==> src/rtl/nes_mem_pkg.sv <==
// ============================================================================
// Module   : nes_mem_pkg
// Brief    : Shared CPU memory-map constants and the sprite-DMA state type.
// Revision : 1.0 - initial release
// ============================================================================
`default_nettype none

package nes_mem_pkg;

  localparam logic [15:0] C_DMA_REG_ADDR  = 16'h4014;
  // OAM data port; decoded by the top-level bus mux, not by the DMA block.
  localparam logic [15:0] C_OAM_DATA_ADDR = 16'h2004;

  typedef enum logic [2:0] {
    ST_IDLE  = 3'd0,
    ST_HALT  = 3'd1,
    ST_ALIGN = 3'd2,
    ST_READ  = 3'd3,
    ST_WRITE = 3'd4
  } dma_state_t;

endpackage

`default_nettype wire

==> src/rtl/oam_dma_ctrl_if.sv <==
// ============================================================================
// Module   : oam_dma_ctrl_if
// Brief    : CPU-bus, memory-read and SPRAM-write signals of the sprite DMA.
// Revision : 1.0 - initial release
// ============================================================================
`default_nettype none

interface oam_dma_ctrl_if;

  logic        cpu_ce;
  logic [15:0] cpu_addr;
  logic [7:0]  cpu_wdata;
  logic        cpu_we;
  logic        cpu_stall;
  logic        dma_busy;
  logic [15:0] dma_mem_addr;
  logic        dma_mem_re;
  logic [7:0]  mem_rdata;
  logic [7:0]  oam_base;
  logic [7:0]  spram_addr;
  logic [7:0]  spram_data;
  logic        spram_we;

  // DMA controller side
  modport master (
    input  cpu_ce, cpu_addr, cpu_wdata, cpu_we, mem_rdata, oam_base,
    output cpu_stall, dma_busy, dma_mem_addr, dma_mem_re,
           spram_addr, spram_data, spram_we
  );

  // System side: CPU core, memory port and SPRAM
  modport slave (
    output cpu_ce, cpu_addr, cpu_wdata, cpu_we, mem_rdata, oam_base,
    input  cpu_stall, dma_busy, dma_mem_addr, dma_mem_re,
           spram_addr, spram_data, spram_we
  );

endinterface

`default_nettype wire

==> src/rtl/oam_dma_ctrl.sv <==
// ============================================================================
// Module   : oam_dma_ctrl
// Brief    : Sprite DMA: copies one CPU page into SPRAM while stalling the CPU.
// Revision : 1.0 - initial release
// ============================================================================
`default_nettype none

module oam_dma_ctrl
  import nes_mem_pkg::*;
#(
  parameter logic [15:0] DMA_REG_ADDR = C_DMA_REG_ADDR,
  parameter int          XFER_LEN     = 256   // power of two, at most 256
) (
  input  logic clk,
  input  logic rst,
  oam_dma_ctrl_if.master bus
);

  localparam logic [7:0] C_LAST_IDX = 8'(XFER_LEN - 1);

  dma_state_t  r_state,      w_state_nxt;
  logic        r_cyc_odd;
  logic [7:0]  r_page,       w_page_nxt;
  logic [7:0]  r_base,       w_base_nxt;
  logic [7:0]  r_idx,        w_idx_nxt;
  logic [7:0]  r_data,       w_data_nxt;
  logic        r_stall,      w_stall_nxt;
  logic        r_busy,       w_busy_nxt;
  logic [15:0] r_mem_addr,   w_mem_addr_nxt;
  logic        r_mem_re,     w_mem_re_nxt;
  logic [7:0]  r_spram_addr, w_spram_addr_nxt;
  logic [7:0]  r_spram_data, w_spram_data_nxt;
  logic        r_spram_we,   w_spram_we_nxt;
  logic        w_trigger;

  assign w_trigger = bus.cpu_ce & bus.cpu_we & (bus.cpu_addr == DMA_REG_ADDR);

  always_ff @(posedge clk or negedge rst) begin
    if (!rst) begin
      r_state      <= ST_IDLE;
      r_cyc_odd    <= 1'b0;
      r_page       <= 8'h00;
      r_base       <= 8'h00;
      r_idx        <= 8'h00;
      r_data       <= 8'h00;
      r_stall      <= 1'b0;
      r_busy       <= 1'b0;
      r_mem_addr   <= 16'h0000;
      r_mem_re     <= 1'b0;
      r_spram_addr <= 8'h00;
      r_spram_data <= 8'h00;
      r_spram_we   <= 1'b0;
    end else begin
      r_state      <= w_state_nxt;
      r_cyc_odd    <= r_cyc_odd ^ bus.cpu_ce;
      r_page       <= w_page_nxt;
      r_base       <= w_base_nxt;
      r_idx        <= w_idx_nxt;
      r_data       <= w_data_nxt;
      r_stall      <= w_stall_nxt;
      r_busy       <= w_busy_nxt;
      r_mem_addr   <= w_mem_addr_nxt;
      r_mem_re     <= w_mem_re_nxt;
      r_spram_addr <= w_spram_addr_nxt;
      r_spram_data <= w_spram_data_nxt;
      r_spram_we   <= w_spram_we_nxt;
    end
  end

  always_comb begin
    w_state_nxt      = r_state;
    w_page_nxt       = r_page;
    w_base_nxt       = r_base;
    w_idx_nxt        = r_idx;
    w_data_nxt       = r_data;
    w_stall_nxt      = r_stall;
    w_busy_nxt       = r_busy;
    w_mem_addr_nxt   = r_mem_addr;
    w_mem_re_nxt     = r_mem_re;
    w_spram_addr_nxt = r_spram_addr;
    w_spram_data_nxt = r_spram_data;
    w_spram_we_nxt   = 1'b0;

    if (bus.cpu_ce) begin
      unique case (r_state)
        ST_IDLE: begin
          if (w_trigger) begin
            w_page_nxt  = bus.cpu_wdata;
            w_base_nxt  = bus.oam_base;
            w_idx_nxt   = 8'h00;
            w_stall_nxt = 1'b1;
            w_busy_nxt  = 1'b1;
            w_state_nxt = ST_HALT;
          end
        end
        ST_HALT: begin
          if (r_cyc_odd) begin
            w_state_nxt = ST_ALIGN;
          end else begin
            w_mem_addr_nxt = {r_page, r_idx};
            w_mem_re_nxt   = 1'b1;
            w_state_nxt    = ST_READ;
          end
        end
        ST_ALIGN: begin
          w_mem_addr_nxt = {r_page, r_idx};
          w_mem_re_nxt   = 1'b1;
          w_state_nxt    = ST_READ;
        end
        ST_READ: begin
          w_data_nxt   = bus.mem_rdata;
          w_mem_re_nxt = 1'b0;
          w_state_nxt  = ST_WRITE;
        end
        ST_WRITE: begin
          w_spram_we_nxt   = 1'b1;
          w_spram_addr_nxt = r_base + r_idx;
          w_spram_data_nxt = r_data;
          if (r_idx == C_LAST_IDX) begin
            // Bus is released on the same edge as the final SPRAM strobe.
            w_stall_nxt = 1'b0;
            w_busy_nxt  = 1'b0;
            w_state_nxt = ST_IDLE;
          end else begin
            w_idx_nxt      = r_idx + 8'd1;
            w_mem_addr_nxt = {r_page, r_idx + 8'd1};
            w_mem_re_nxt   = 1'b1;
            w_state_nxt    = ST_READ;
          end
        end
        default: w_state_nxt = ST_IDLE;
      endcase
    end
  end

  assign bus.cpu_stall    = r_stall;
  assign bus.dma_busy     = r_busy;
  assign bus.dma_mem_addr = r_mem_addr;
  assign bus.dma_mem_re   = r_mem_re;
  assign bus.spram_addr   = r_spram_addr;
  assign bus.spram_data   = r_spram_data;
  assign bus.spram_we     = r_spram_we;

endmodule

`default_nettype wire
==> src/flat_wrapper.sv <==
// flat-port wrapper written by rule: the top's interface ports become plain ports
module oam_dma_ctrl_flat import nes_mem_pkg::*;
#(
  parameter logic [15:0] DMA_REG_ADDR = C_DMA_REG_ADDR,
  parameter int          XFER_LEN     = 256                               
)
  (clk, rst, bus_cpu_ce, bus_cpu_addr, bus_cpu_wdata, bus_cpu_we, bus_mem_rdata, bus_oam_base, bus_cpu_stall, bus_dma_busy, bus_dma_mem_addr, bus_dma_mem_re, bus_spram_addr, bus_spram_data, bus_spram_we);
  oam_dma_ctrl_if bus_i ();
  input  logic clk;
  input  logic rst;
  input wire logic [$bits(bus_i.cpu_ce)-1:0] bus_cpu_ce;
  input wire logic [$bits(bus_i.cpu_addr)-1:0] bus_cpu_addr;
  input wire logic [$bits(bus_i.cpu_wdata)-1:0] bus_cpu_wdata;
  input wire logic [$bits(bus_i.cpu_we)-1:0] bus_cpu_we;
  input wire logic [$bits(bus_i.mem_rdata)-1:0] bus_mem_rdata;
  input wire logic [$bits(bus_i.oam_base)-1:0] bus_oam_base;
  output wire logic [$bits(bus_i.cpu_stall)-1:0] bus_cpu_stall;
  output wire logic [$bits(bus_i.dma_busy)-1:0] bus_dma_busy;
  output wire logic [$bits(bus_i.dma_mem_addr)-1:0] bus_dma_mem_addr;
  output wire logic [$bits(bus_i.dma_mem_re)-1:0] bus_dma_mem_re;
  output wire logic [$bits(bus_i.spram_addr)-1:0] bus_spram_addr;
  output wire logic [$bits(bus_i.spram_data)-1:0] bus_spram_data;
  output wire logic [$bits(bus_i.spram_we)-1:0] bus_spram_we;
  assign bus_i.cpu_ce = bus_cpu_ce;
  assign bus_i.cpu_addr = bus_cpu_addr;
  assign bus_i.cpu_wdata = bus_cpu_wdata;
  assign bus_i.cpu_we = bus_cpu_we;
  assign bus_i.mem_rdata = bus_mem_rdata;
  assign bus_i.oam_base = bus_oam_base;
  assign bus_cpu_stall = bus_i.cpu_stall;
  assign bus_dma_busy = bus_i.dma_busy;
  assign bus_dma_mem_addr = bus_i.dma_mem_addr;
  assign bus_dma_mem_re = bus_i.dma_mem_re;
  assign bus_spram_addr = bus_i.spram_addr;
  assign bus_spram_data = bus_i.spram_data;
  assign bus_spram_we = bus_i.spram_we;
  oam_dma_ctrl #(.DMA_REG_ADDR(DMA_REG_ADDR), .XFER_LEN(XFER_LEN)) u_core (.clk(clk), .rst(rst), .bus(bus_i));
endmodule
==> config.mk <==
export PLATFORM = sky130hd
export DESIGN_NAME = oam_dma_ctrl_flat
export DESIGN_NICKNAME = d
export VERILOG_FILES = /design/src/rtl/nes_mem_pkg.sv /design/src/rtl/oam_dma_ctrl_if.sv /design/src/rtl/oam_dma_ctrl.sv /design/src/flat_wrapper.sv
export SDC_FILE = /design/constraint.sdc
export NUM_CORES = 1
export LEC_CHECK = 0
export BUFFER_PORTS_ARGS = -buffer_cell sky130_fd_sc_hd__buf_2
export CORE_ASPECT_RATIO = 2
export CORE_MARGIN = 4
export CORE_UTILIZATION = 45
export CTS_BUF_LIST = sky130_fd_sc_hd__clkbuf_4
export CTS_CLUSTER_DIAMETER = 120
export DETAILED_ROUTE_END_ITERATION = 8
export PLACE_DENSITY = 0.69
export SLEW_MARGIN = 30
export SYNTH_ARGS = -nofsm -noshare
export SYNTH_HDL_FRONTEND = slang
export SYNTH_SLANG_ARGS = --single-unit
==> constraint.sdc <==
create_clock -name clk -period 3.2 [get_ports clk]
set_input_delay 0.64 -clock clk [delete_from_list [all_inputs] [get_ports clk]]
set_output_delay 0.64 -clock clk [all_outputs]
set_load 0.005 [all_outputs]
* Yosys cells after proc, flatten, opt, wreduce, memory -nomap -nowiden
Cells that the tools add are included.
Word-level totals: output and inout bits 36, input port bits 44, bits in registers 71, word-level logic and storage cells 57
Cells by class: $add $sub $neg 2, bitwise logic cells 3, reduce and logical (&&, ||, !) cells 12, multiplexer cells 18, eq/ne operators 10
Operator list (count):
- 16-bit one-hot mux with 3 select lines | 1
- 16-bit 2-to-1 mux | 2
- 16-bit by 15-bit equality test with 1-bit output (second input constant) | 1
- 8-bit 2-to-1 mux | 2
- 8-bit one-hot mux with 2 select lines | 1
- 4-bit AND reduction | 4
- 3-bit one-hot mux with 5 select lines | 1
- 8-bit by 1-bit adder with 8-bit output (second input constant) | 1
- 8-bit adder | 1
- 8-bit equality test (second input constant) | 1
- 1-bit 2-to-1 mux | 7
- 3-bit by 2-bit equality test with 1-bit output (second input constant) | 2
- 2-bit AND reduction | 3
- 2-bit by 1-bit != test with 1-bit output (second input constant) | 2
- 2-bit != test (second input constant) | 2
- 1-bit one-hot mux with 4 select lines | 1
- 4-bit nonzero test | 1
- 3-bit by 1-bit equality test with 1-bit output (second input constant) | 1
- 3-bit equality test (second input constant) | 1
- 3-bit zero test | 1
- 3-bit 2-to-1 mux | 1
- 3-bit AND reduction | 1
- 3-bit nonzero test | 1
- 1-bit AND | 2
- other kinds (4) | 4

* Logic depth before layout (Yosys ltp)
depth after elaboration 4, depth in mapped cells 8, mapped depth without buffers 8

* Least setup slack after synthesis
Ideal clock, no wire load.
path type input-to-reg, from input bus_cpu_addr[8], to register u_core.r_base[0], data required time 3075 ps, arrival time 1910 ps, buffers on the path 1, setup slack 1165 ps, stages on the path 6, cell sequence nor4_1 > nand3_1 > nor3_1 > nand2_1 > buf_2 > mux2_2
Between the ends: longest elaborated chain between the ends 3
Ends and longest elaborated chain:
- start, declared | line flat_wrapper.sv:12 | input wire logic [$bits(bus_i.cpu_addr)-1:0] bus_cpu_addr;
- 16-bit by 15-bit equality test with 1-bit output | line oam_dma_ctrl.sv:36 | assign w_trigger = bus.cpu_ce & bus.cpu_we & (bus.cpu_addr == DMA_REG_ADDR);
- 1-bit AND | line oam_dma_ctrl.sv:36
- 3-bit AND reduction (no line)
- end signal, assigned | line oam_dma_ctrl.sv:57 | r_base <= w_base_nxt;
- end, declared | line oam_dma_ctrl.sv:24 | logic [7:0] r_base, w_base_nxt;
No other way between the ends. A chain may end at the register's enable or synchronous reset.

* Worst setup path in the final report
from register u_core.r_idx[3], to register u_core.r_mem_addr[11], in the netlist u_core.bus.dma_mem_addr[11]
Between the ends: longest elaborated chain between the ends 3
Ends and longest elaborated chain:
- start, declared | line oam_dma_ctrl.sv:25 | logic [7:0] r_idx, w_idx_nxt;
- start signal, assigned | line oam_dma_ctrl.sv:58 | r_idx <= w_idx_nxt;
- 8-bit equality test | line oam_dma_ctrl.sv:119 | if (r_idx == C_LAST_IDX) begin
- 2-bit != test (no line)
- 4-bit AND reduction (no line)
- end signal, assigned | line oam_dma_ctrl.sv:62 | r_mem_addr <= w_mem_addr_nxt;
- end, declared | line oam_dma_ctrl.sv:29 | logic [15:0] r_mem_addr, w_mem_addr_nxt;
No other way between the ends.

==> impl_metrics.env <==
export IMPL_start_kind="register"
export IMPL_irDropWorstVdd_mv=0.512
export IMPL_cpPeakStageDelay_ns=0.62
export IMPL_avgSynthCellArea_sq_um=11.0
export IMPL_clkPwrFrac_pct=30.2
export IMPL_cts_tree="yes"
export IMPL_port_buffers=79
export IMPL_crit_slowest_cell="o21ai_4"
export IMPL_start_util_pct=46.6
export IMPL_gp_congestion=0.805
export IMPL_drc_errors=0
export IMPL_slew_violations=0
export IMPL_cts_resized_gates=0
export IMPL_synthArstFlopShare_pct=100
export IMPL_p_int_mw=1.68
export IMPL_cts_buffers=9
export IMPL_setup_violations=0
export IMPL_cp_top_family="compound AO/OA/AOI/OAI gates"
export IMPL_final_nets=439
export IMPL_crit_start="u_core.r_idx[3]"
export IMPL_synth_cell_types=46
export IMPL_syn_area_sq_um=3410
export IMPL_cap_violations=0
export IMPL_postCtsSetupRepairBufs=0
export IMPL_drt_pass1_iterations=4
export IMPL_insertion_delay_ns=0.43
export IMPL_vias=2578
export IMPL_grt_pass1_wl_um=12600
export IMPL_ys_ff_latch=71
export IMPL_combPwrFrac_pct=21.2
export IMPL_dpl_worst_slack_ns=0.708
export IMPL_worstPathArrival_ns=2.58
export IMPL_synth_top_area_share_pct=52.0
export IMPL_route_antenna_remaining_nets=0
export IMPL_hold_class="in2async"
export IMPL_switching_power_mw=0.689
export IMPL_cp_depth=4
export IMPL_dpl_instance_area_sq_um=3840
export IMPL_hold_viol_final=0
export IMPL_track_usage_pct=17.4
export IMPL_syn_inst=310
export IMPL_run_status="completed"
export IMPL_grt_setup_unrepaired="false"
export IMPL_r2r_start="u_core.r_idx[3]"
export IMPL_grt_max_degree=45
export IMPL_power_density_nw_per_um2=588
export IMPL_fill_cells=677
export IMPL_antenna_found_initial=0
export IMPL_ctsHoldBuffers=0
export IMPL_fin_ws_ns=0.932
export IMPL_cp_num_buf_inv=0
export IMPL_reg2reg_depth=4
export IMPL_fmax_mhz=441
export IMPL_fin_skew_ns=0.0166
export IMPL_worstSetupPathType="reg2reg"
export IMPL_wirelength_um=7430
export IMPL_power_total_mw=2.37
export IMPL_drtIter0Drc=147
export IMPL_fin_crit_sh_pct=70.9
export IMPL_p_seq_share_pct=48.7
export IMPL_root_buffer="clkbuf_4"
export IMPL_grt_overflow=0
export IMPL_final_cell_area_sq_um=4020
export IMPL_die_h_um=131
export IMPL_h_tree_depth=3
export IMPL_end_kind="register"
export IMPL_cts_sinks=71
export IMPL_ys_warnings_count=0
export IMPL_drive_gt1_share_pct=34.7
export IMPL_clk_pin_slew_ns=0.11
export IMPL_worstPathMaxFanout=24
export IMPL_avgViaCountPerCell=5.36
export IMPL_wl_per_cell_um=15.4
export IMPL_cp_required_ns=3.51
export IMPL_worstMarginPinSlew_ns=0.758
export IMPL_layout_common_cells="buf_2, dfrtp_1, nand2_1"
export IMPL_p_leak_nw=2.06
export IMPL_area_delta_synth_final_pct=17.8
export IMPL_antenna_cells=0
export IMPL_final_util_pct=55.0
export IMPL_io_pins=80
export IMPL_reg2reg_to="u_core.bus.dma_mem_addr[11]"
export IMPL_syn_num_nets=364
export IMPL_hpwl_um=5550
export IMPL_final_setup_tns_ns=0
export IMPL_first_global_vias=2708
export IMPL_floorplan_die_area_sq_um=9130
export IMPL_synth_area_leaders="dfrtp_1, mux2_2, nand2_1"
export IMPL_synth_edf_count=0
export IMPL_path_cells="and4_1 > a41oi_4 > o21ai_4 > mux2_2"
export IMPL_rrSetupSlack_ns=0.93
export IMPL_relSlewSlack_pct=49.3
export IMPL_synth_top_flop_cell="dfrtp_1"
export IMPL_core_area_sq_um=7320
export IMPL_yosysTopAreaCell="dfrtp_1"
export IMPL_period_needed_ns=2.27
export IMPL_final_common_cell="buf_2"
export IMPL_p_sw_share_pct=29.1
export IMPL_cts_buffer_depth=2
export IMPL_synth_seq_area_share_pct=52.0
export IMPL_num_rows=44
export IMPL_die_w_um=69.6
[power groups by stage]
stage | Combinational, mW | Clock (mW) | Sequential, mW
floorplan | 0.397 | 0 | 1.12
global placement | 0.494 | 0 | 1.16
detailed placement | 0.506 | 0 | 1.17
CTS | 0.511 | 0.725 | 1.15
global route | 0.567 | 0.762 | 1.18
finish | 0.501 | 0.713 | 1.15
[through the flow]
stage,hold slack (ns),cells
final,0.191,481
after floorplan,0.344,310
after global routing,0.215,481
after CTS,0.379,481
after global placement,0.442,466
after detailed placement,0.453,466
[cell usage after synthesis, types with 2 or more instances]
| master | n |
|---|---|
| a211oi_1 | 3 |
| a21o_1 | 2 |
| a21oi_1 | 9 |
| a22o_1 | 2 |
| a31oi_1 | 5 |
| a41oi_1 | 2 |
| and3_1 | 3 |
| buf_2 | 7 |
| buf_6 | 3 |
| clkbuf_1 | 6 |
| dfrtp_1 | 71 |
| ha_1 | 9 |
| inv_1 | 7 |
| mux2_2 | 30 |
| mux2_4 | 4 |
| nand2_1 | 54 |
| nand3_1 | 6 |
| nand4_1 | 3 |
| nor2_1 | 12 |
| nor2b_1 | 3 |
| nor3_1 | 5 |
| nor4_1 | 4 |
| nor4b_1 | 2 |
| o21a_1 | 9 |
| o21ai_0 | 18 |
| o31a_1 | 2 |
| o31ai_1 | 3 |
| xnor2_1 | 4 |
| xor2_1 | 5 |
[cell families (layout without fill, tap and decap cells)]
group	Yosys count	count (layout)	synth area share, %
simple gates	98	98	13.2
flops	71	71	52.0
compound gates	61	61	12.7
mux	35	35	11.9
buf+inv	26	105	3.92
fa+ha+maj	10	10	3.88
xor+xnor	9	9	2.31
[registers in the layout, indices dropped and copies added (netlist names)]
name and count:
u_core.r_page 8, u_core.r_data 8, u_core.bus.spram_we 1, u_core.r_cyc_odd 1
u_core.r_base 8, u_core.bus.dma_mem_re 1, u_core.bus.spram_addr 8, u_core.r_state 3
u_core.bus.spram_data 8, u_core.bus.cpu_stall 1, u_core.r_idx 8, u_core.bus.dma_mem_addr 16
[layer usage]
metal	global-route usage [%]	part of all wire [%]	vias to the layer above	wire (um)
met5	0	0	-	0
met4	8.48	3.0	0	220
met3	5.50	5.1	13	376
met2	31.6	56	65	4180
met1	17.4	36	1256	2660
li1	-	-	1244	-
[cell type report]
cell class                 count  area, sq um  share of cell area, %
timing repair buffer          82          420                   10.4
multi-input combinational    213         1500                   37.4
clock inverter                 4         95.1                   2.36
sequential                    71         1780                   44.2
clock buffer                  11         82.6                   2.05
tap                           92          115                   2.86
inverter                       8         30.0                  0.746
[how the worst max path moves through the flow]
| stage | slack [ns] | endpoint |
|---|---|---|
| global route | 0.79 | u_core.r_idx[1] |
| finish | 0.93 | u_core.bus.dma_mem_addr[11] |
| CTS | 0.93 | u_core.bus.dma_mem_addr[11] |
| detailed placement | 0.71 | u_core.r_page[6] |
| global placement | 0.76 | u_core.r_page[7] |
| floorplan | 1.17 | u_core.r_base[0] |
[worst register-to-register path: stages, from the launching register on]
cell and delay (ns):
dfrtp_1 0.56, and4_1 0.38, a41oi_4 0.19, o21ai_4 0.62, mux2_2 0.42
No activity file was read; power rests on OpenSTA's default activity.
